[src/rtl/uart_rx_lsb.sv]
// uart_rx_lsb: UART receiver with an AXI-Stream style output holding register.
// It expects an idle-high line carrying LSB-first frames: one start bit,
// DATA_WIDTH data bits and one stop bit.
//
// Timing: one bit period is 8*P clk cycles, where P is the value of prescale
// captured when the start bit is detected. Each bit is sampled at its middle.
//
// Ports:
//   clk            sole clock, rising edge
//   rst            synchronous active-high reset
//   rxd            serial line input
//   prescale       bit period = prescale*8 clk cycles; 0 disables reception
//   m_axis_tdata   received payload (bit-reversed when BIG_ENDIAN=1)
//   m_axis_tvalid  payload valid, held until accepted
//   m_axis_tready  consumer accepts payload
//   busy           a frame is being received
//   overrun_error  one-cycle pulse: a good frame replaced an unaccepted payload
//   frame_error    one-cycle pulse: stop bit sampled low, payload dropped
//
// Optional build macro UART_RX_SYNC2_EN: when defined, rxd passes through a
// two-flop synchronizer before it is used. This adds 2 cycles of latency.
//
// State table:
//   IDLE  | waiting for the line to go low (start edge)
//   START | waiting for the middle of the start bit to confirm it
//   DATA  | sampling the DATA_WIDTH payload bits, LSB first
//   STOP  | waiting for the middle of the stop bit, then deliver or flag
module uart_rx_lsb #(
    parameter int DATA_WIDTH = 8,
    parameter bit BIG_ENDIAN = 0
) (
    input  logic                  clk,
    input  logic                  rst,
    input  logic                  rxd,
    input  logic [15:0]           prescale,
    output logic [DATA_WIDTH-1:0] m_axis_tdata,
    output logic                  m_axis_tvalid,
    input  logic                  m_axis_tready,
    output logic                  busy,
    output logic                  overrun_error,
    output logic                  frame_error
);

    typedef enum logic [1:0] {IDLE, START, DATA, STOP} state_t;

    localparam int BW = $clog2(DATA_WIDTH + 1);
    localparam logic [BW-1:0] LAST_BIT = BW'(DATA_WIDTH - 1);

    state_t                state, state_nxt;
    logic                  line;
    logic [15:0]           p_reg;
    logic [18:0]           cnt;
    logic [18:0]           period;
    logic [BW-1:0]         bit_cnt;
    logic [DATA_WIDTH-1:0] shreg;
    logic [DATA_WIDTH-1:0] payload;
    logic                  tick;
    logic                  start_det;

`ifdef UART_RX_SYNC2_EN
    logic sync1, sync2;

    always_ff @(posedge clk) begin
        if (rst) begin
            sync1 <= 1'b1;
            sync2 <= 1'b1;
        end else begin
            sync1 <= rxd;
            sync2 <= sync1;
        end
    end

    assign line = sync2;
`else
    assign line = rxd;
`endif

    // The period uses the prescale value latched at the start edge, so a
    // change to prescale in the middle of a frame has no effect on it.
    assign period = {p_reg, 3'b000};
    assign tick   = (cnt == 19'd0);
    assign busy   = (state != IDLE);

    generate
        if (BIG_ENDIAN) begin : g_rev
            for (genvar i = 0; i < DATA_WIDTH; i++) begin : g_bit
                assign payload[i] = shreg[DATA_WIDTH-1-i];
            end
        end else begin : g_fwd
            assign payload = shreg;
        end
    endgenerate

    always_ff @(posedge clk) begin
        if (rst) state <= IDLE;
        else     state <= state_nxt;
    end

    always_comb begin
        state_nxt = state;
        start_det = 1'b0;
        case (state)
            IDLE: begin
                if (!line && prescale != 16'd0) begin
                    state_nxt = START;
                    start_det = 1'b1;
                end
            end
            START: begin
                if (tick) state_nxt = line ? IDLE : DATA;
            end
            DATA: begin
                if (tick && bit_cnt == LAST_BIT) state_nxt = STOP;
            end
            STOP: begin
                if (tick) state_nxt = IDLE;
            end
            default: state_nxt = IDLE;
        endcase
    end

    always_ff @(posedge clk) begin
        if (rst) begin
            p_reg         <= '0;
            cnt           <= '0;
            bit_cnt       <= '0;
            shreg         <= '0;
            m_axis_tdata  <= '0;
            m_axis_tvalid <= 1'b0;
            overrun_error <= 1'b0;
            frame_error   <= 1'b0;
        end else begin
            overrun_error <= 1'b0;
            frame_error   <= 1'b0;
            if (m_axis_tvalid && m_axis_tready) m_axis_tvalid <= 1'b0;

            case (state)
                IDLE: begin
                    if (start_det) begin
                        p_reg   <= prescale;
                        // Half a bit period (4P) to reach the start-bit middle.
                        cnt     <= {1'b0, prescale, 2'b00} - 19'd1;
                        bit_cnt <= '0;
                    end
                end
                START: begin
                    cnt <= tick ? period - 19'd1 : cnt - 19'd1;
                end
                DATA: begin
                    if (tick) begin
                        // Shift right so the first (LSB) bit ends up in bit 0.
                        shreg   <= (shreg >> 1) | (DATA_WIDTH'(line) << (DATA_WIDTH - 1));
                        bit_cnt <= bit_cnt + BW'(1);
                        cnt     <= period - 19'd1;
                    end else begin
                        cnt <= cnt - 19'd1;
                    end
                end
                STOP: begin
                    if (tick) begin
                        if (line) begin
                            m_axis_tdata  <= payload;
                            m_axis_tvalid <= 1'b1;
                            // Replacing the old payload in the same cycle it
                            // is accepted does not count as an overrun.
                            overrun_error <= m_axis_tvalid && !m_axis_tready;
                        end else begin
                            frame_error <= 1'b1;
                        end
                    end else begin
                        cnt <= cnt - 19'd1;
                    end
                end
                default: cnt <= '0;
            endcase
        end
    end

endmodule
[config.mk]
export PLATFORM = sky130hd
export DESIGN_NAME = uart_rx_lsb
export DESIGN_NICKNAME = d
export VERILOG_FILES = /design/src/rtl/uart_rx_lsb.sv
export SDC_FILE = /design/constraint.sdc
export NUM_CORES = 1
export LEC_CHECK = 0
export BUFFER_PORTS_ARGS = -buffer_cell sky130_fd_sc_hd__buf_4
export CORE_ASPECT_RATIO = 1.25
export CORE_UTILIZATION = 51
export DETAILED_ROUTE_END_ITERATION = 12
export GPL_TIMING_DRIVEN = 0
export PLACE_DENSITY = 0.66
export SKIP_CTS_REPAIR_TIMING = 1
export SYNTH_ARGS = -nofsm -noshare
export SYNTH_HDL_FRONTEND = slang
export SYNTH_SLANG_ARGS = --single-unit
export TNS_END_PERCENT = 30
[constraint.sdc]
create_clock -name clk -period 5.1 [get_ports clk]
set_input_delay 0.765 -clock clk [delete_from_list [all_inputs] [get_ports clk]]
set_output_delay 0.765 -clock clk [all_outputs]
set_load 0.03 [all_outputs]
======== After elaboration in Yosys (flattened, before gate mapping) ========
Cells that the tools add are included.
Widths: inputs -> output; s select.
storage, ports and cells
  register bits ........................... 60
  word-level logic and storage cells ...... 68
  input bits .............................. 20
operators by class
  equal/unequal tests ..................... 11
  add/subtract/negate cells ............... 4
  reductions and logical operators ........ 20
  multiplexer cells ....................... 20
  bitwise gates (word level) .............. 4
operators by type and width
  kind                   count
  $mux 19                3
  $pmux 19 s3            1
  $sub 19x1->19 const B  2
  $logic_not 19->1       1
  $sub 18x1->19 const B  1
  $reduce_bool 16->1     1
  $ne 2x2->1 const B     7
  $mux 2                 5
  $mux 4                 2
  $or 7x8->8             1
  $pmux 2 s4             1
  $pmux 4 s2             1
  $mux 1                 7
  $reduce_and 2->1       3
  $reduce_and 3->1       2
  $add 4x1->4 const B    1
  $eq 2x2->1 const B     2
  $eq 4x3->1 const B     1
  $logic_and 1x1->1      4
  $reduce_and 4->1       1
  $reduce_bool 2->1      2
  $reduce_or 4->1        1
  $not 1->1              3
  $reduce_or 3->1        1
  other kinds (4)        5

======== Longest topological paths before layout ========
  depth after elaboration ................. 6
  mapped depth ............................ 10
  depth with buffers taken out ............ 8

======== Least setup slack after synthesis ========
Ideal clock, no wire load.
  kind .................................... input to register
  start ................................... input prescale[0]
  end ..................................... register bit_cnt[0]
  stages .................................. 10
  path slack .............................. 2.340 ns
  arrival time ............................ 2.633 ns
  path buffers ............................ 2
  required time ........................... 4.972 ns
  cell sequence ........................... inv_1 ha_1 or3b_1 or4_1 buf_2 o31ai_4 buf_2 nor2_1 mux2i_1 nor2_1
between the ends
  word-level cells in the longest chain between the ends .. 6
ends and longest elaborated chain
  what                               RTL line  RTL
  start: declaration                 35        input logic [15:0] prescale,
  $reduce_bool 16->1                 104       if (!line && prescale != 16'd0) begin
  $logic_and 1x1->1                  104
  $mux 1                             104
  $mux 1                             102       case (state)
  $ne 2x2->1 (no source line)        --
  $reduce_and 3->1 (no source line)  --
  end signal: assignment             153       bit_cnt <= bit_cnt + BW'(1);
  end: declaration                   54        logic [BW-1:0] bit_cnt;
Every way passes these cells.
A chain may end at the register's enable or synchronous reset.

======== Final worst setup path ========
  start ................................... input prescale[0]
  end ..................................... register cnt[8]
between the ends
  word-level cells in the longest chain between the ends .. 6
  elaborated cells on any way between the ends .. 9
ends and longest elaborated chain
  what                                                                   RTL line  RTL
  parallel branches: the longest is 6 deep, another holds $sub 18x1->19  --
  end signal: assignment                                                 142       cnt <= {1'b0, prescale, 2'b00} - 19'd1;
  end signal: assignment                                                 147       cnt <= tick ? period - 19'd1 : cnt - 19'd1;
  end signal: assignment                                                 154       cnt <= period - 19'd1;
  end: declaration                                                       52        logic [18:0] cnt;
Parallel ways; which one is timed is not known. The select of a mux whose other input is x is not followed.

==> results.tsv <==
metric	value	unit
start_kind	input pin	
synth_most_common_cell	dfxtp_1	
synthTopCellsByArea	dfxtp_1 (32%), mux2i_1 (7.0%), nor2_1 (5.2%)	
synth_top_area_cell	dfxtp_1	
wirelength	10.5	mm
syn_avg_cell_area	8.19	um^2
synth_edf_count	0	
cts_tree	done	
grt_overflow	0	
required	5.33	ns
clock_latency	0.35	ns
n_antenna_cell	0	
drt-pass1-iter-count	5	
first_iter_violations	368	
yosysWarnings	0	
antenna_left	0	
p_per_area	393	nW/um^2
die_h	97.4	um
cts_sinks	60	
drv_cap	0	
dp_hpwl	7.75	mm
synth_top_area_share	32.4	%
largest_reg_flops	19	
peakVddDrop	0.261	mV
clk_pin_slew_worst_paths	0.08	ns
rsz0062_at_grt	no	
cts_buffers	9	
fin_setup_tns	0	ns
syn_nets	482	
final_nets	524	
yosys-top-cells-count	dfxtp_1 (60), nor2_1 (51), nand2_1 (43)	
yosysSeqAreaShare	32.4	%
clockBufferDepth	2	
synth.distinct_cells	62	
multi_input_area	2330	um^2
dr_total_vias	3559	
seqCellArea	1200	um^2
drcViolationCount	0	
grt_pass1_vias	3451	
track_usage	29.6	%
fillers	677	
slew_viol_final	0	
finalHoldViolCount	0	
fp.dieArea	7620	um^2
initial_utilization	52.9	%
fp.coreArea	7020	um^2
power.leakage	1.67	nW
drive_above_1_share	14.8	%
synthCells	453	
synth_top_flop_cell	dfxtp_1	
fin_crit_sh	56.7	%
critPathKind	input pin to register	
antenna_found_initial	0	
grt_max_degree	14	
outcome	finished clean	
grt_pass1_wl	17.3	mm
rows	34	
clock_skew	0.00791	ns
wl_per_cell	17.7	um
async_flop_share	0	%
ys_seq_elements	60	
htreeDepth	3	
worstPathArrival	3.12	ns
gp_congestion	0.894	
setup_viol	0	
max_freq	0.346	GHz
syn2layout_area_growth	14.8	%
cp-end-kind	register	
max_slew_margin	26.1	%
fp.dieW	78.3	um
syn_area	3710	um^2
ios	32	
crit_fanout	10	
viasPerCell	6.03	
cts_root_buf	clkbuf_8	
port_buffers	31	
hold_class	register to register	
hold_ws	0.456	ns
worst_slew_pin_slew	1.10	ns
period_minus_slack	2.89	ns
==> critical path, cell delays in order <==
cell      delay [ns]
buf_4           0.13
inv_1           0.05
ha_1            0.17
or3b_1          0.40
or4_1           0.40
buf_2           0.20
o31ai_4         0.30
a21oi_1         0.09
clkbuf_1        0.29
nand2_1         0.21
o41ai_1         0.11
==> area by class of cell <==
cell class                      instances  area share, %
Multi-Input combinational cell        352           54.7
Sequential cell                        60           28.2
Timing Repair Buffer                   31           5.46
Clock buffer                            9           2.91
Buffer                                 26           2.85
Tap cell                               90           2.64
Clock inverter                          7           1.91
Inverter                               15           1.32
==> stage by stage <==
step / instance area, um^2 / instances / utilization (%) / power, W / setup slack [ns]
finish: 4260 / 590 / 60.7 / 0.00167 / 2.21
floorplan: 3710 / 453 / - / 0.00104 / 2.34
CTS: 4260 / 590 / 60.7 / 0.00167 / 2.22
global route: 4260 / 590 / 60.7 / 0.00178 / 2.08
detailed placement: 4060 / 574 / 57.8 / 0.00121 / 1.86
global placement: 4060 / 574 / 57.8 / 0.00120 / 1.87
==> cell families (layout without fill, tap and decap cells) <==
kind of cell / Yosys count / in the layout / share of synthesized area (%)
compound gates: 106 / 106 / 19.1
buf+inv: 41 / 88 / 4.79
simple gates: 177 / 177 / 25.7
fa+ha+maj: 9 / 9 / 3.04
flops: 60 / 60 / 32.4
mux: 26 / 26 / 7.02
xor+xnor: 34 / 34 / 8.03
==> report_power, final <==
part,internal [W],leakage [nW],switching (W)
Clock,0.000233,0.101,0.000219
Combinational,0.000245,1.07,0.000399
Sequential,0.000516,0.490,0.0000609
Total,0.000994,1.67,0.000679
==> cell usage in the layout, fill, tap and decap left out, types with 14 or more instances in the layout <==
master	count
nand2_1	43
nor2_1	51
xnor2_1	20
mux2i_1	26
nand3_1	19
a21oi_1	33
xor2_1	14
buf_4	32
dfxtp_1	60
clkbuf_1	19
inv_1	14
==> path summary, 6_finish.rpt <==
check                    from    endpoint  slack (ns)  cells after the start
hold / removal     payload[0]  payload[0]        0.46                      2
hold reg to reg    payload[0]  payload[0]        0.46                      2
setup / recovery  prescale[0]      cnt[8]        2.21                     11
setup reg to reg       cnt[0]      cnt[7]        2.34                      9
==> metal layers <==
| metal | global-route usage, % | routed length, um | up-vias |
|---|---|---|---|
| met3 | 5.73 | 692 | 25 |
| li1 | - | - | 1733 |
| met1 | 39.9 | 4630 | 1669 |
| met4 | 11.7 | 280 | 0 |
| met5 | 0 | 0 | - |
| met2 | 46.3 | 4870 | 132 |
Note: power is estimated with default switching activity, not from simulation.
